File: src/rtl/demux_dispatch_pkg.sv
// rtl/demux_dispatch_pkg.sv - shared defaults and sizing helper for the dispatch block
// Purpose: default parameter values and a constant ceil-log2 used to size
//          pointers and the occupancy counter.
// Ports: none (package).
package demux_dispatch_pkg;

    localparam int DEF_S = 2;
    localparam int DEF_T = 1;
    localparam int DEF_D = 4;

    // Smallest r with 2**r >= value; used at elaboration only.
    function automatic int clog2(input int value);
        int r;
        r = 0;
        for (int i = 0; i < 31; i++) begin
            if ((1 << i) < value) begin
                r = i + 1;
            end
        end
        return r;
    endfunction

endpackage

File: src/rtl/dispatch_fifo.sv
// rtl/dispatch_fifo.sv - D-entry word FIFO with occupancy count
// Purpose: register-based FIFO storage, wrapping read/write pointers and count.
// Ports:
//   clk, rst_n   clock, asynchronous active-low reset
//   push, pop    qualified write / read strobes (caller never pushes when full
//                or pops when empty)
//   wdata        word to store
//   rdata        word at the read pointer (straight from storage flops)
//   count        words held, 0..D
//   full, empty  count == D, count == 0
module dispatch_fifo
    import demux_dispatch_pkg::*;
#(
    parameter int W = 3,
    parameter int D = 4,
    localparam int AW = clog2(D)
) (
    input  logic          clk,
    input  logic          rst_n,
    input  logic          push,
    input  logic          pop,
    input  logic [W-1:0]  wdata,
    output logic [W-1:0]  rdata,
    output logic [AW:0]   count,
    output logic          full,
    output logic          empty
);

    logic [W-1:0]  mem_q [D];
    logic [W-1:0]  mem_d [D];
    logic [AW-1:0] wr_ptr_q, wr_ptr_d;
    logic [AW-1:0] rd_ptr_q, rd_ptr_d;
    logic [AW:0]   count_q, count_d;

    // D is a power of two, so the AW-bit pointers wrap modulo D on their own.
    always_comb begin
        mem_d    = mem_q;
        wr_ptr_d = wr_ptr_q;
        rd_ptr_d = rd_ptr_q;
        count_d  = count_q;
        if (push) begin
            mem_d[wr_ptr_q] = wdata;
            wr_ptr_d        = wr_ptr_q + 1'b1;
        end
        if (pop) begin
            rd_ptr_d = rd_ptr_q + 1'b1;
        end
        case ({push, pop})
            2'b10:   count_d = count_q + 1'b1;
            2'b01:   count_d = count_q - 1'b1;
            default: count_d = count_q;
        endcase
    end

    always_ff @(posedge clk or negedge rst_n) begin
        if (!rst_n) begin
            for (int i = 0; i < D; i++) begin
                mem_q[i] <= '0;
            end
            wr_ptr_q <= '0;
            rd_ptr_q <= '0;
            count_q  <= '0;
        end else begin
            mem_q    <= mem_d;
            wr_ptr_q <= wr_ptr_d;
            rd_ptr_q <= rd_ptr_d;
            count_q  <= count_d;
        end
    end

    assign rdata = mem_q[rd_ptr_q];
    assign count = count_q;
    assign full  = (count_q == (AW+1)'(D));
    assign empty = (count_q == '0);

endmodule

File: src/rtl/demux_dispatch.sv
// rtl/demux_dispatch.sv - buffered (dest, data) feeder for a recursive demux
// Purpose: accepts words on a valid/ready stream, queues them, and presents
//          the head word as ctrl/data with a one-hot out_valid strobe. The
//          head retires only when its own channel's out_ready is high.
// Ports:
//   clk, rst_n           clock, asynchronous active-low reset
//   in_valid/in_ready    input handshake (in_ready = not full)
//   in_dest, in_data     destination channel and payload of incoming word
//   ctrl, data           head destination and payload (0 when empty)
//   out_valid            one-hot on bit ctrl while non-empty, else 0
//   out_ready            per-channel consumer ready
//   count                words held, 0..D
module demux_dispatch
    import demux_dispatch_pkg::*;
#(
    parameter int S = DEF_S,
    parameter int T = DEF_T,
    parameter int D = DEF_D,
    localparam int N  = 2**S,
    localparam int AW = clog2(D)
) (
    input  logic          clk,
    input  logic          rst_n,
    input  logic          in_valid,
    output logic          in_ready,
    input  logic [S-1:0]  in_dest,
    input  logic [T-1:0]  in_data,
    output logic [S-1:0]  ctrl,
    output logic [T-1:0]  data,
    output logic [N-1:0]  out_valid,
    input  logic [N-1:0]  out_ready,
    output logic [AW:0]   count
);

    logic [S+T-1:0] head;
    logic [S-1:0]   head_dest;
    logic           full;
    logic           empty;
    logic           push;
    logic           pop;

    // No pass-through when full: a pop in the same cycle frees space only
    // for the following cycle because in_ready depends on registered count.
    assign in_ready  = !full;
    assign push      = in_valid & in_ready;
    assign head_dest = head[S+T-1:T];
    // Only the addressed channel's ready matters; others are ignored.
    assign pop       = !empty & out_ready[head_dest];

    dispatch_fifo #(
        .W (S + T),
        .D (D)
    ) u_fifo (
        .clk   (clk),
        .rst_n (rst_n),
        .push  (push),
        .pop   (pop),
        .wdata ({in_dest, in_data}),
        .rdata (head),
        .count (count),
        .full  (full),
        .empty (empty)
    );

    // Outputs are forced to zero when empty so stale storage never shows.
    always_comb begin
        ctrl      = '0;
        data      = '0;
        out_valid = '0;
        if (!empty) begin
            ctrl                 = head_dest;
            data                 = head[T-1:0];
            out_valid[head_dest] = 1'b1;
        end
    end

endmodule

File: config.mk
export PLATFORM = sky130hd
export DESIGN_NAME = demux_dispatch
export DESIGN_NICKNAME = d
export VERILOG_FILES = /design/src/rtl/demux_dispatch_pkg.sv /design/src/rtl/dispatch_fifo.sv /design/src/rtl/demux_dispatch.sv
export SDC_FILE = /design/constraint.sdc
export NUM_CORES = 1
export LEC_CHECK = 0
export CORE_ASPECT_RATIO = 0.75
export CORE_MARGIN = 1
export CORE_UTILIZATION = 50
export CTS_BUF_LIST = sky130_fd_sc_hd__clkbuf_16
export DETAILED_ROUTE_END_ITERATION = 10
export PLACE_DENSITY = 0.78
export SLEW_MARGIN = 20
export SYNTH_ARGS = -nofsm -noshare
export SYNTH_HDL_FRONTEND = slang
export SYNTH_SLANG_ARGS = --single-unit
File: constraint.sdc
create_clock -name clk -period 3.29 [get_ports clk]
set_input_delay 0.4935 -clock clk [delete_from_list [all_inputs] [get_ports clk]]
set_output_delay 0.4935 -clock clk [all_outputs]
set_load 0.01 [all_outputs]
# [After elaboration in Yosys (flattened, before gate mapping)]
# Cells that the tools add are included.
[op_classes] addsub=4 multipliers=0 div=0 magnitude_cmp=5 n_eq_ne=3 n_shift=0 muxes=14 n_bitwise=4 reduce_logical=6
[ops] operator="$bwmux W12" count=1
[ops] operator="$mux W3" count=3
[ops] operator="$bmux W3 S2" count=1
[ops] operator="$demux W3 S2" count=1
[ops] operator="$ge A3 B3 Y1 const B" count=2
[ops] operator="$not A2 Y3" count=2
[ops] operator="$pmux W3 S2" count=1
[ops] operator="$add A2 B1 Y2 const B" count=2
[ops] operator="$mux W4" count=1
[ops] operator="$add A3 B1 Y3 const B" count=1
[ops] operator="$eq A3 B3 Y1 const B" count=1
[ops] operator="$logic_not A3 Y1" count=1
[ops] operator="$lt A2 B3 Y1 const B" count=1
[ops] operator="$lt A3 B1 Y1 const B" count=1
[ops] operator="$mux W1" count=3
[ops] operator="$sub A3 B1 Y3 const B" count=1
[ops] operator="$and A1 B1 Y1" count=2
[ops] operator="$bmux W1 S2" count=1
[ops] operator="$demux W1 S2" count=1
[ops] operator="$eq A2 B1 Y1 const B" count=1
[ops] operator="$eq A2 B2 Y1 const B" count=1
[ops] operator="$ge A2 B1 Y1 const B" count=1
[ops] operator="$logic_and A1 B1 Y1" count=2
[ops] operator="$logic_not A1 Y1" count=2
[ops] operator="other kinds (2)" count=2
[word_totals] reg_bits=19 latchBits=0 mem_bits_rw=0 mem_bits_ro=0 in_bits=10 out_inout_bits=11 wordCells=43 mem_count=0

# [Longest topological paths before layout]
# Gate-level depths: netlist of the first run.
[depth] word_depth=9 depth_mapped=12 mapped_depth_nobuf=11

# [Cells and area by module]
# Synthesis of the first run repeated with hierarchy kept, for this count alone.
[hier_totals] cells_unflattened=76 hier_area_um2=999.7
[by_module_without_submodules] module="dispatch_fifo" n_inst=1 cells_per_inst=65 area_each_um2=907.1 seq_area_each_um2=475.5
[by_module_without_submodules] module="demux_dispatch" n_inst=1 cells_per_inst=11 area_each_um2=92.6 seq_area_each_um2=0.0

# [Least setup slack after synthesis of the first run]
# OpenSTA, ideal clock, no wires.
[synth_timing] path_type="register to register" startpoint="register u_fifo.rd_ptr_q[1]" endpoint="register u_fifo.count_q[2], in the netlist u_fifo.count[2]" setup_time_ns=0.079 t_arrival_ns=2.406 setup_slack_ns=0.805 stages_incl_launch_ff=13 n_path_buf=1 path_cell_list="dfrtp_1 -> buf_6 -> mux2i_4 -> mux2i_1 -> or4_4 -> nand2_2 -> a41o_2 -> ha_1 -> inv_1 -> fa_1 -> xor2_1 -> nor2_1 -> xor2_1"
[synth_between] elab_chain_cells=9
[synth_rtl] item="start, declared" line_no="dispatch_fifo.sv:32" text="logic [AW-1:0] rd_ptr_q, rd_ptr_d;"
[synth_rtl] item="start signal, assigned" line_no="dispatch_fifo.sv:66" text="rd_ptr_q <= rd_ptr_d;"
[synth_rtl] item="$not A2 Y3 (not written as such) *" line_no="dispatch_fifo.sv:71" text="assign rdata = mem_q[rd_ptr_q];"
[synth_rtl] item="$bmux W3 S2 *" line_no="dispatch_fifo.sv:71"
[synth_rtl] item="$mux W3 (not written as such) * (2 in a row)" line_no="dispatch_fifo.sv:71"
[synth_rtl] item="$bmux W1 S2 *" line_no="demux_dispatch.sv:48" text="assign pop = !empty & out_ready[head_dest];"
[synth_rtl] item="$mux W1 (not written as such) *" line_no="demux_dispatch.sv:48"
[synth_rtl] item="$and A1 B1 Y1 *" line_no="demux_dispatch.sv:48"
[synth_rtl] item="via pop" line_no="demux_dispatch.sv:40" text="logic pop;"
[synth_rtl] item="$eq A2 B1 Y1 / $eq A2 B2 Y1 (equally long branches)" line_no="dispatch_fifo.sv:48" text="case ({push, pop})"
[synth_rtl] item="$pmux W3 S2 / $reduce_bool A2 Y1 (equally long branches)"
[synth_rtl] item="end signal, assigned" line_no="dispatch_fifo.sv:67" text="count_q <= count_d;"
[synth_rtl] item="end, declared" line_no="dispatch_fifo.sv:33" text="logic [AW:0] count_q, count_d;"
# The timed path passes the listed nets; every way through them passes the cells marked *. The select of a mux whose other input is x is not followed.
# A chain may end at the register's enable or synchronous reset.

# [Worst setup path after layout of the first run]
# Same ends and word-level chain as after synthesis.

==> impl_metrics.json, run 1 <==
{
  "p_per_area_nw_per_um2": 1230,
  "tns_ns": 0,
  "hold_path.class": "reg -> reg",
  "grt_usage_pct": 19.8,
  "worst_slew_pin_slew_ns": 0.852,
  "yosysTopAreaCell": "dfrtp_1",
  "root_buffer": "clkbuf_16",
  "clock_latency_ns": 0.25,
  "ir_worst_vdd_v": 0.000923,
  "r2r.worst_path.cells": 11,
  "crit_start": "u_fifo.rd_ptr_q[1]",
  "clock_skew_ns": 0.00260,
  "diodes": 0,
  "ctsResizeCount": 0,
  "fmax_ghz": 0.355,
  "grt_overflow": 0,
  "htreeDepth": 1,
  "synthFlopType": "dfrtp_1",
  "dr_total_vias": 759,
  "ys_seq_elements": 19,
  "relSlewSlack_pct": 43.0,
  "dieHeight_um": 42.3,
  "yosysSeqAreaShare_pct": 43.8,
  "fin_crit_ns": 2.82,
  "cp-endpoint": "u_fifo.count[2]",
  "area_growth_syn_to_layout_pct": 26.8,
  "p_leak_nw": 0.645,
  "cp_num_cells": 11,
  "cts_setup_buffers": 0,
  "path_class": "reg -> reg",
  "hpwl_um": 1620,
  "clockBufferDepth": 2,
  "grt_pass1_vias": 723,
  "hold_violations": 0,
  "rr_startpoint": "u_fifo.rd_ptr_q[1]",
  "io_pins": 21,
  "fin_util_pct": 67.7,
  "cp.arrival_ns": 2.99,
  "place_ws_ns": 0.434,
  "r2r-end": "u_fifo.count[2]",
  "io_buffers": 20,
  "drt_wl_total_um": 2100,
  "async_flop_share_pct": 100,
  "whs_ns": 0.497,
  "gp_congestion": 0.835,
  "die_x_um": 55.8,
  "cp_slowest_cell": "dfrtp_1",
  "wl_per_cell_um": 14.8,
  "post-route-period-util_pct": 85.6,
  "postSynthAreaPerCell_um2": 11.2,
  "fin_ws_ns": 0.474,
  "status": "finished clean",
  "syn_area_um2": 1080,
  "cp_max_fo": 6,
  "maxCapViolations": 0,
  "instances_no_fill": 142,
  "num_rows": 14,
  "final_layout_size_suffix_gt1_share_pct": 16.9,
  "slowest_delay_ns": 0.56,
  "grt_max_degree": 20,
  "synth_area_leaders": "dfrtp_1 (44%), mux2_2 (13%), mux2i_1 (7.4%)",
  "crit_buf_inv": 1,
  "critPathMostFrequentCell": "xor2_1",
  "postCtsHoldBufs": 0,
  "final_net_count": 135,
  "clock_sinks": 19,
  "cp-end-kind": "flip-flop",
  "cts_tree": "yes",
  "synth.distinct_cells": 24,
  "worst-endpoint-required_ns": 3.46,
  "start_kind": "flip-flop",
  "path_cells": "mux2i_4 > mux2i_1 > or4_4 > nand2_2 > a41o_2 > ha_1 > inv_1 > fa_1 > xor2_1 > nor2_1 > xor2_1",
  "ff2ff_setup_slack_ns": 0.47,
  "synth-warning-count": 0,
  "drt.antenna.violating_nets": 0,
  "core_area_um2": 2030,
  "synth_top_cell_area_share_pct": 43.8,
  "antenna_found_initial": 0,
  "critical_path.top_delay_family": "simple AND/OR/NAND/NOR gates",
  "synthCells": 97,
  "die-area_um2": 2360,
  "synth-edff-count": 0,
  "cts_buffers": 3,
  "start_util_pct": 53.4,
  "finalMaxSlewViolations": 0,
  "drc": 0,
  "grt_setup_unrepaired": "false",
  "first_pass_iters": 4,
  "clk_pin_slew_ns": 0.05,
  "finalSetupViolations": 0,
  "syn_nets": 113,
  "viasPerCell": 5.35,
  "dpl.cell_count": 138,
  "drt_iter0_markers": 8,
  "grt_pass1_wl_um": 3480
}
[state kept, by name, indices dropped and copies added, names as in the netlist]
register         cells
u_fifo.count         3
u_fifo.mem_q        12
u_fifo.wr_ptr_q      2
u_fifo.rd_ptr_q      2
[how the worst min path moves through the flow]
| stage | slack (ns) | startpoint | cells after the start | end |
|---|---|---|---|---|
| after CTS | 0.51 | u_fifo.mem_q[6] | 1 | u_fifo.mem_q[6] |
| after global routing | 0.52 | u_fifo.mem_q[1] | 1 | u_fifo.mem_q[1] |
| after floorplan | 0.20 | rst_n | 0 | u_fifo.count[0] |
| final | 0.50 | u_fifo.mem_q[6] | 1 | u_fifo.mem_q[6] |
| after global placement | 0.49 | u_fifo.mem_q[7] | 1 | u_fifo.mem_q[7] |
| after detailed placement | 0.49 | u_fifo.mem_q[6] | 1 | u_fifo.mem_q[6] |
[through the flow]
| stage | instance area (um2) | total power [mW] |
|---|---|---|
| 2_1_floorplan | 1080 | 1.11 |
| 3_3_place_gp | 1300 | 1.41 |
| 3_5_place_dp | 1300 | 1.45 |
| 4_1_cts | 1380 | 1.70 |
| 5_1_grt | 1380 | 1.80 |
| 6_report | 1380 | 1.69 |
[logic make-up after synthesis]
logic type,count (synthesis),synth area share (%)
muxes,23,25.4
DFF,19,43.8
xor gates and xnor gates,5,4.04
and+or+nand+nor,30,12.7
buffers and inverters,11,4.50
AOI/OAI and AO/OA,3,1.96
adders and majority gates,6,7.61
[cell type report]
| class | count | area, um2 |
|---|---|---|
| multi-input combinational | 67 | 561 |
| inverter | 8 | 30.0 |
| clock inverter | 1 | 3.75 |
| tap | 24 | 30.0 |
| fill | 163 | 657 |
| clock buffer | 3 | 75.1 |
| timing repair buffer | 20 | 200 |
| sequential | 19 | 475 |
[synth_stat cells, types with 2 or more instances]
cell,instances
xnor2_1,2
mux2i_1,8
nor2_1,6
clkbuf_1,2
mux2_2,13
nand3_1,3
dfrtp_1,19
and2_1,2
xor2_1,3
nand2_1,14
ha_1,5
inv_1,8
[report_power, final]
group	total, mW	internal [mW]	switching (mW)
Sequential	0.473	0.362	0.111
Clock	0.244	0.162	0.0829
Combinational	0.971	0.529	0.442
Total	1.69	1.05	0.636
[routing by layer]
| metal | wire length, um | global-route usage (%) | vias to the layer above |
|---|---|---|---|
| met1 | 1010 | 26.5 | 372 |
| met4 | 9 | 6.00 | 0 |
| met5 | 0 | 0 | - |
| li1 | - | - | 368 |
| met2 | 976 | 31.6 | 17 |
| met3 | 98 | 5.86 | 2 |
[cells in the final DEF, fill, tap and decap left out, types with 2 or more instances in the layout]
master,synthesis,layout
and2_1,2,2
clkbuf_16,0,3
clkdlybuf4s50_1,0,20
dfrtp_1,19,19
ha_1,5,5
inv_1,8,9
mux2_2,13,13
mux2i_1,8,8
nand2_1,14,14
nand3_1,3,3
nor2_1,6,6
xnor2_1,2,2
xor2_1,3,3
Power figures use the tool's default switching activity.
==> run 2: changes to the inputs <==
CTS_CLUSTER_DIAMETER = 150   (was not set)
==> results of run 2 <==
No change in the layout: final DEF, timing and power equal those of run 1.
==> run 3: changes to the inputs <==
CORE_UTILIZATION = 55   (was 50)
DONT_BUFFER_PORTS = 1   (was not set)
PLACE_DENSITY = 0.71   (was 0.78)
REMOVE_ABC_BUFFERS = 1   (was not set)
==> impl_metrics.json, run 3 (synthesis results as in run 1) <==
{
  "grt_max_degree": 20,
  "p_per_area_nw_per_um2": 1240,
  "grt_overflow": 0,
  "root_buffer": "clkbuf_16",
  "ctsResizeCount": 0,
  "final_common_cell": "dfrtp_1",
  "grt_usage_pct": 22.7,
  "clockBufferDepth": 2,
  "slowest_delay_ns": 0.54,
  "start_util_pct": 60.6,
  "tns_ns": 0,
  "area_growth_syn_to_layout_pct": 9.00,
  "place_ws_ns": 0.521,
  "cp-end-kind": "flip-flop",
  "core_area_um2": 1790,
  "ir_worst_vdd_v": 0.000947,
  "die_x_um": 53.3,
  "hold_violations": 0,
  "grt_pass1_vias": 690,
  "fmax_ghz": 0.360,
  "path_class": "reg -> reg",
  "critPathMostFrequentCell": "xor2_1",
  "instances_no_fill": 121,
  "cts_setup_buffers": 0,
  "clock_skew_ns": 0.00136,
  "cts_buffers": 3,
  "fin_util_pct": 66.1,
  "cp_max_fo": 6,
  "first_pass_iters": 5,
  "cp_slowest_cell": "dfrtp_1",
  "clock_latency_ns": 0.25,
  "grt_pass1_wl_um": 3230,
  "diodes": 0,
  "relSlewSlack_pct": 43.3,
  "hpwl_um": 1490,
  "maxCapViolations": 0,
  "top_register": "u_fifo.mem_q",
  "path_cells": "mux2i_4 > mux2i_1 > or4_4 > nand2_2 > a41o_2 > ha_1 > inv_1 > fa_1 > xor2_1 > nor2_1 > xor2_1",
  "post-route-period-util_pct": 84.4,
  "die-area_um2": 2160,
  "drt.antenna.violating_nets": 0,
  "drt_iter0_markers": 24,
  "drc": 0,
  "final_net_count": 116,
  "final_layout_size_suffix_gt1_share_pct": 20.2,
  "io_buffers": 0,
  "largest_reg_flops": 12,
  "io_pins": 21,
  "total_power_mw": 1.47,
  "crit_buf_inv": 1,
  "placedInstanceArea_um2": 1090,
  "start_kind": "flip-flop",
  "wl_per_cell_um": 16.4,
  "dpl.cell_count": 116,
  "finalMaxSlewViolations": 0,
  "cts_tree": "yes",
  "worst-endpoint-required_ns": 3.46,
  "fin_ws_ns": 0.512,
  "fin_area_um2": 1180,
  "whs_ns": 0.390,
  "p_leak_nw": 0.572,
  "worst_slew_pin_slew_ns": 0.847,
  "cp.arrival_ns": 2.95,
  "gp_congestion": 0.802,
  "layout_common_cells": "dfrtp_1 (19), nand2_1 (14), mux2_2 (13)",
  "clk_pin_slew_ns": 0.05,
  "dr_total_vias": 712,
  "viasPerCell": 5.88,
  "htreeDepth": 1,
  "status": "finished clean",
  "antenna_found_initial": 0,
  "hold_path.class": "in -> reg",
  "clock_sinks": 19,
  "drt_wl_total_um": 1980,
  "num_rows": 13,
  "finalSetupViolations": 0,
  "grt_setup_unrepaired": "false",
  "fin_crit_ns": 2.78,
  "dieHeight_um": 40.5,
  "critical_path.top_delay_family": "simple AND/OR/NAND/NOR gates"
}
-- run 3: changes by cell type in the layout (fill, tap and decap cells not counted) --
cell             delta
dlygate4sd3_1       +1
clkdlybuf4s50_1    -20
-- run 3: repair_timing --
item                       CTS  global route
hold buffers                 1             0
setup endpoints to repair    0             0
hold endpoints to repair    19             0
-- run 3: path summary, 6_finish.rpt --
kind | start | to | slack (ns) | cells after the start
max | u_fifo.rd_ptr_q[1] | u_fifo.count[2] | 0.51 | 11
min | in_data | u_fifo.mem_q[9] | 0.39 | 1
max reg2reg | u_fifo.rd_ptr_q[1] | u_fifo.count[2] | 0.51 | 11
min reg2reg | u_fifo.mem_q[1] | u_fifo.mem_q[1] | 0.50 | 1
max in group asynchronous | rst_n | u_fifo.wr_ptr_q[0] | 1.97 | 1
min in group asynchronous | rst_n | u_fifo.mem_q[2] | 0.80 | 1
-- run 3: power breakdown --
| group | internal (mW) | switching (mW) |
|---|---|---|
| Clock | 0.162 | 0.0841 |
| Sequential | 0.363 | 0.122 |
| Combinational | 0.343 | 0.398 |
-- run 3: final cells by class --
type	instances	area (um2)
Clock buffer	3	75.1
Tap cell	22	27.5
Inverter	8	30.0
Sequential cell	19	475
Fill cell	138	607
Multi-Input combinational cell	67	561
Clock inverter	1	3.75
Timing Repair Buffer	1	10.0
-- run 3: per-layer routing --
| layer | share of wire, % | GRT usage [%] | up-vias | routed length (um) |
|---|---|---|---|---|
| met3 | 6.7 | 7.58 | 5 | 132 |
| met2 | 44 | 35.9 | 28 | 868 |
| met1 | 48 | 29.3 | 345 | 957 |
| met5 | 0 | 0 | - | 0 |
| li1 | - | - | 334 | - |
| met4 | 1.3 | 7.89 | 0 | 25 |
==> variant (settings of run 3) <==
`DEF_D`: 4 -> 8.
--- a/src/rtl/demux_dispatch_pkg.sv
+++ b/src/rtl/demux_dispatch_pkg.sv
@@ -8,3 +8,3 @@
     localparam int DEF_T = 1;
-    localparam int DEF_D = 4;
+    localparam int DEF_D = 8;
 
Interface: changed (resized count); port bits go from 21 to 22. No check against the original RTL was run, so the function may have changed too.
==> variant against run 3 <==
- synthesized area rose by 62%
- sequential cell count rose by 15
- power rose by 68%
- routed wire length rose by 68%
- final cell count rose by 47%
- cell area rose by 66%
- setup slack got worse by 340 ps
- sequential share of layout area rose by 3.1 points
- maximum frequency fell by 11%
- critical path type unchanged
- largest power group unchanged
==> variant: results (changes against run 3) <==
## Placement
* 1790 um2 — standard cell area after detailed placement, +63%
* 2.43 mm — Detailed Place HPWL, +63%
* 168 — Cell Count Post-Placement, +45%

## Finish
* 240 — fill count, +74%
* 156 — count of nets after finishing, +34%
* 15.7% — fraction of final layout cells with drive strength greater than 1, -4.5 points

## GRT
* 23.5% — Total Routing Usage GR, +0.82 points
* 35 — maximum number of pins on one net before global-route repair, +75%
* 5.49 mm — global-route wire length before repair, +70%

## STA
* 1020 ps — worst slew pin tran, +173 ps

## Yosys
* 48.3% — register area share after synthesis, +4.5 points
* 31 — Synth cell types, +29%
* sky130_fd_sc_hd__dfrtp_1 (34), sky130_fd_sc_hd__mux2_1 (24), sky130_fd_sc_hd__nand2_1 (8), sky130_fd_sc_hd__nor2_1 (8), sky130_fd_sc_hd__mux2i_1 (7) — top cells by count, synth
* sky130_fd_sc_hd__dfrtp_1 (48%), sky130_fd_sc_hd__mux2_1 (15%), sky130_fd_sc_hd__mux4_2 (5.1%), sky130_fd_sc_hd__mux2i_1 (4.0%), sky130_fd_sc_hd__ha_1 (3.6%) — Area contributors post-synth
* 132 — Gate Count Post-Synth, +36%

## Route
* 5.98 — ratio of routed vias to standard cells, +1.7%
* 4 — number of detailed-routing iterations run before antenna repair, -1
* 3.33 mm — drt total wl, +68%
* 44 — Iteration-0 DRC Markers, +83%

## Power
* 1.02 mV — Max IR drop VDD, +7.6%
* 0.891 nW — Lkg Pwr, +56%
* 1.54 mW — Internal, +77%

## Worst hold path
* in -> async — type of the most critical hold path

## Outcome
* finished, final reports clean — status

## CTS
* 1 — Resize count post-CTS, +1
* 5 — number of buffers inserted during clock tree synthesis, +2
* 2 — number of levels in the clock H-tree, +1

## Setup path
* 5 — maximum fanout along the worst path, -1

[variant: cell count changes in the layout (fill, tap and decap cells not counted), moves of 4 or more]
| cell | change |
|---|---|
| sky130_fd_sc_hd__buf_4 | +5 |
| sky130_fd_sc_hd__dfrtp_1 | +14 |
| sky130_fd_sc_hd__mux2_1 | +24 |
| sky130_fd_sc_hd__mux2_2 | -13 |
| sky130_fd_sc_hd__mux4_2 | +4 |
| sky130_fd_sc_hd__nand2_1 | -6 |
| sky130_fd_sc_hd__xnor2_1 | +4 |
[variant: path summary, 6_finish.rpt]
check,endpoint,slack [ps],cells after the start
max,u_fifo.count[3],170,12
min,u_fifo.mem_q[16],50,1
max reg2reg,u_fifo.count[3],170,12
min reg2reg,u_fifo.mem_q[9],480,1
max in group asynchronous,u_fifo.rd_ptr_q[0],3060,1
min in group clk,u_fifo.mem_q[22],350,1
[variant: power by group through the flow]
stage | registers, mW | clock network (mW) | logic (mW)
after floorplan | 0.814 | 0 | 0.911
after global placement | 0.853 | 0 | 1.06
after detailed placement | 0.869 | 0 | 1.11
after CTS | 0.866 | 0.433 | 1.14
after global routing | 0.892 | 0.449 | 1.33
final | 0.865 | 0.417 | 1.20
[variant: logic make-up after synthesis]
family / share of synthesized area (%)
AOI/OAI and AO/OA: 0.995
xor gates and xnor gates: 3.98
adders and majority gates: 4.69
buffers and inverters: 3.77
DFF: 48.3
muxes: 29.1
and+or+nand+nor: 9.10
[variant: stage by stage]
step	setup slack (ps)	TNS, ps
after floorplan	32.6	0
after global placement	110	0
after detailed placement	-2.52	-2.52
after CTS	54.1	0
after global routing	28.3	0
final	167	0
[variant: per-layer routing]
metal	part of all wire [%]	wire length (um)	track usage (%)
met5	0	0	0
met2	48	1600	37.8
met1	46	1520	30.1
met3	5.8	193	6.70
met4	0.72	24	8.51
[variant: final cells by class]
type,count,area (um2),share of cell area (%)
well taps,38,47.5,2.42
clock inverters,2,7.51,0.382
multi-input cells,87,855,43.4
clock buffers,5,125,6.36
repair buffers,6,57.6,2.93
flip-flops and latches,34,852,43.3
inverters,6,22.5,1.15
[variant: worst max-delay path: stages, from the launching register on]
cell and delay [ps]:
sky130_fd_sc_hd__dfrtp_2 420, sky130_fd_sc_hd__mux4_2 540, sky130_fd_sc_hd__mux2_4 290, sky130_fd_sc_hd__mux4_2 480, sky130_fd_sc_hd__nand2_4 90, sky130_fd_sc_hd__inv_1 50
sky130_fd_sc_hd__ha_2 180, sky130_fd_sc_hd__ha_1 280, sky130_fd_sc_hd__a21o_1 190, sky130_fd_sc_hd__a21oi_2 140, sky130_fd_sc_hd__xnor2_1 120, sky130_fd_sc_hd__nor2_1 70
sky130_fd_sc_hd__xor2_1 140
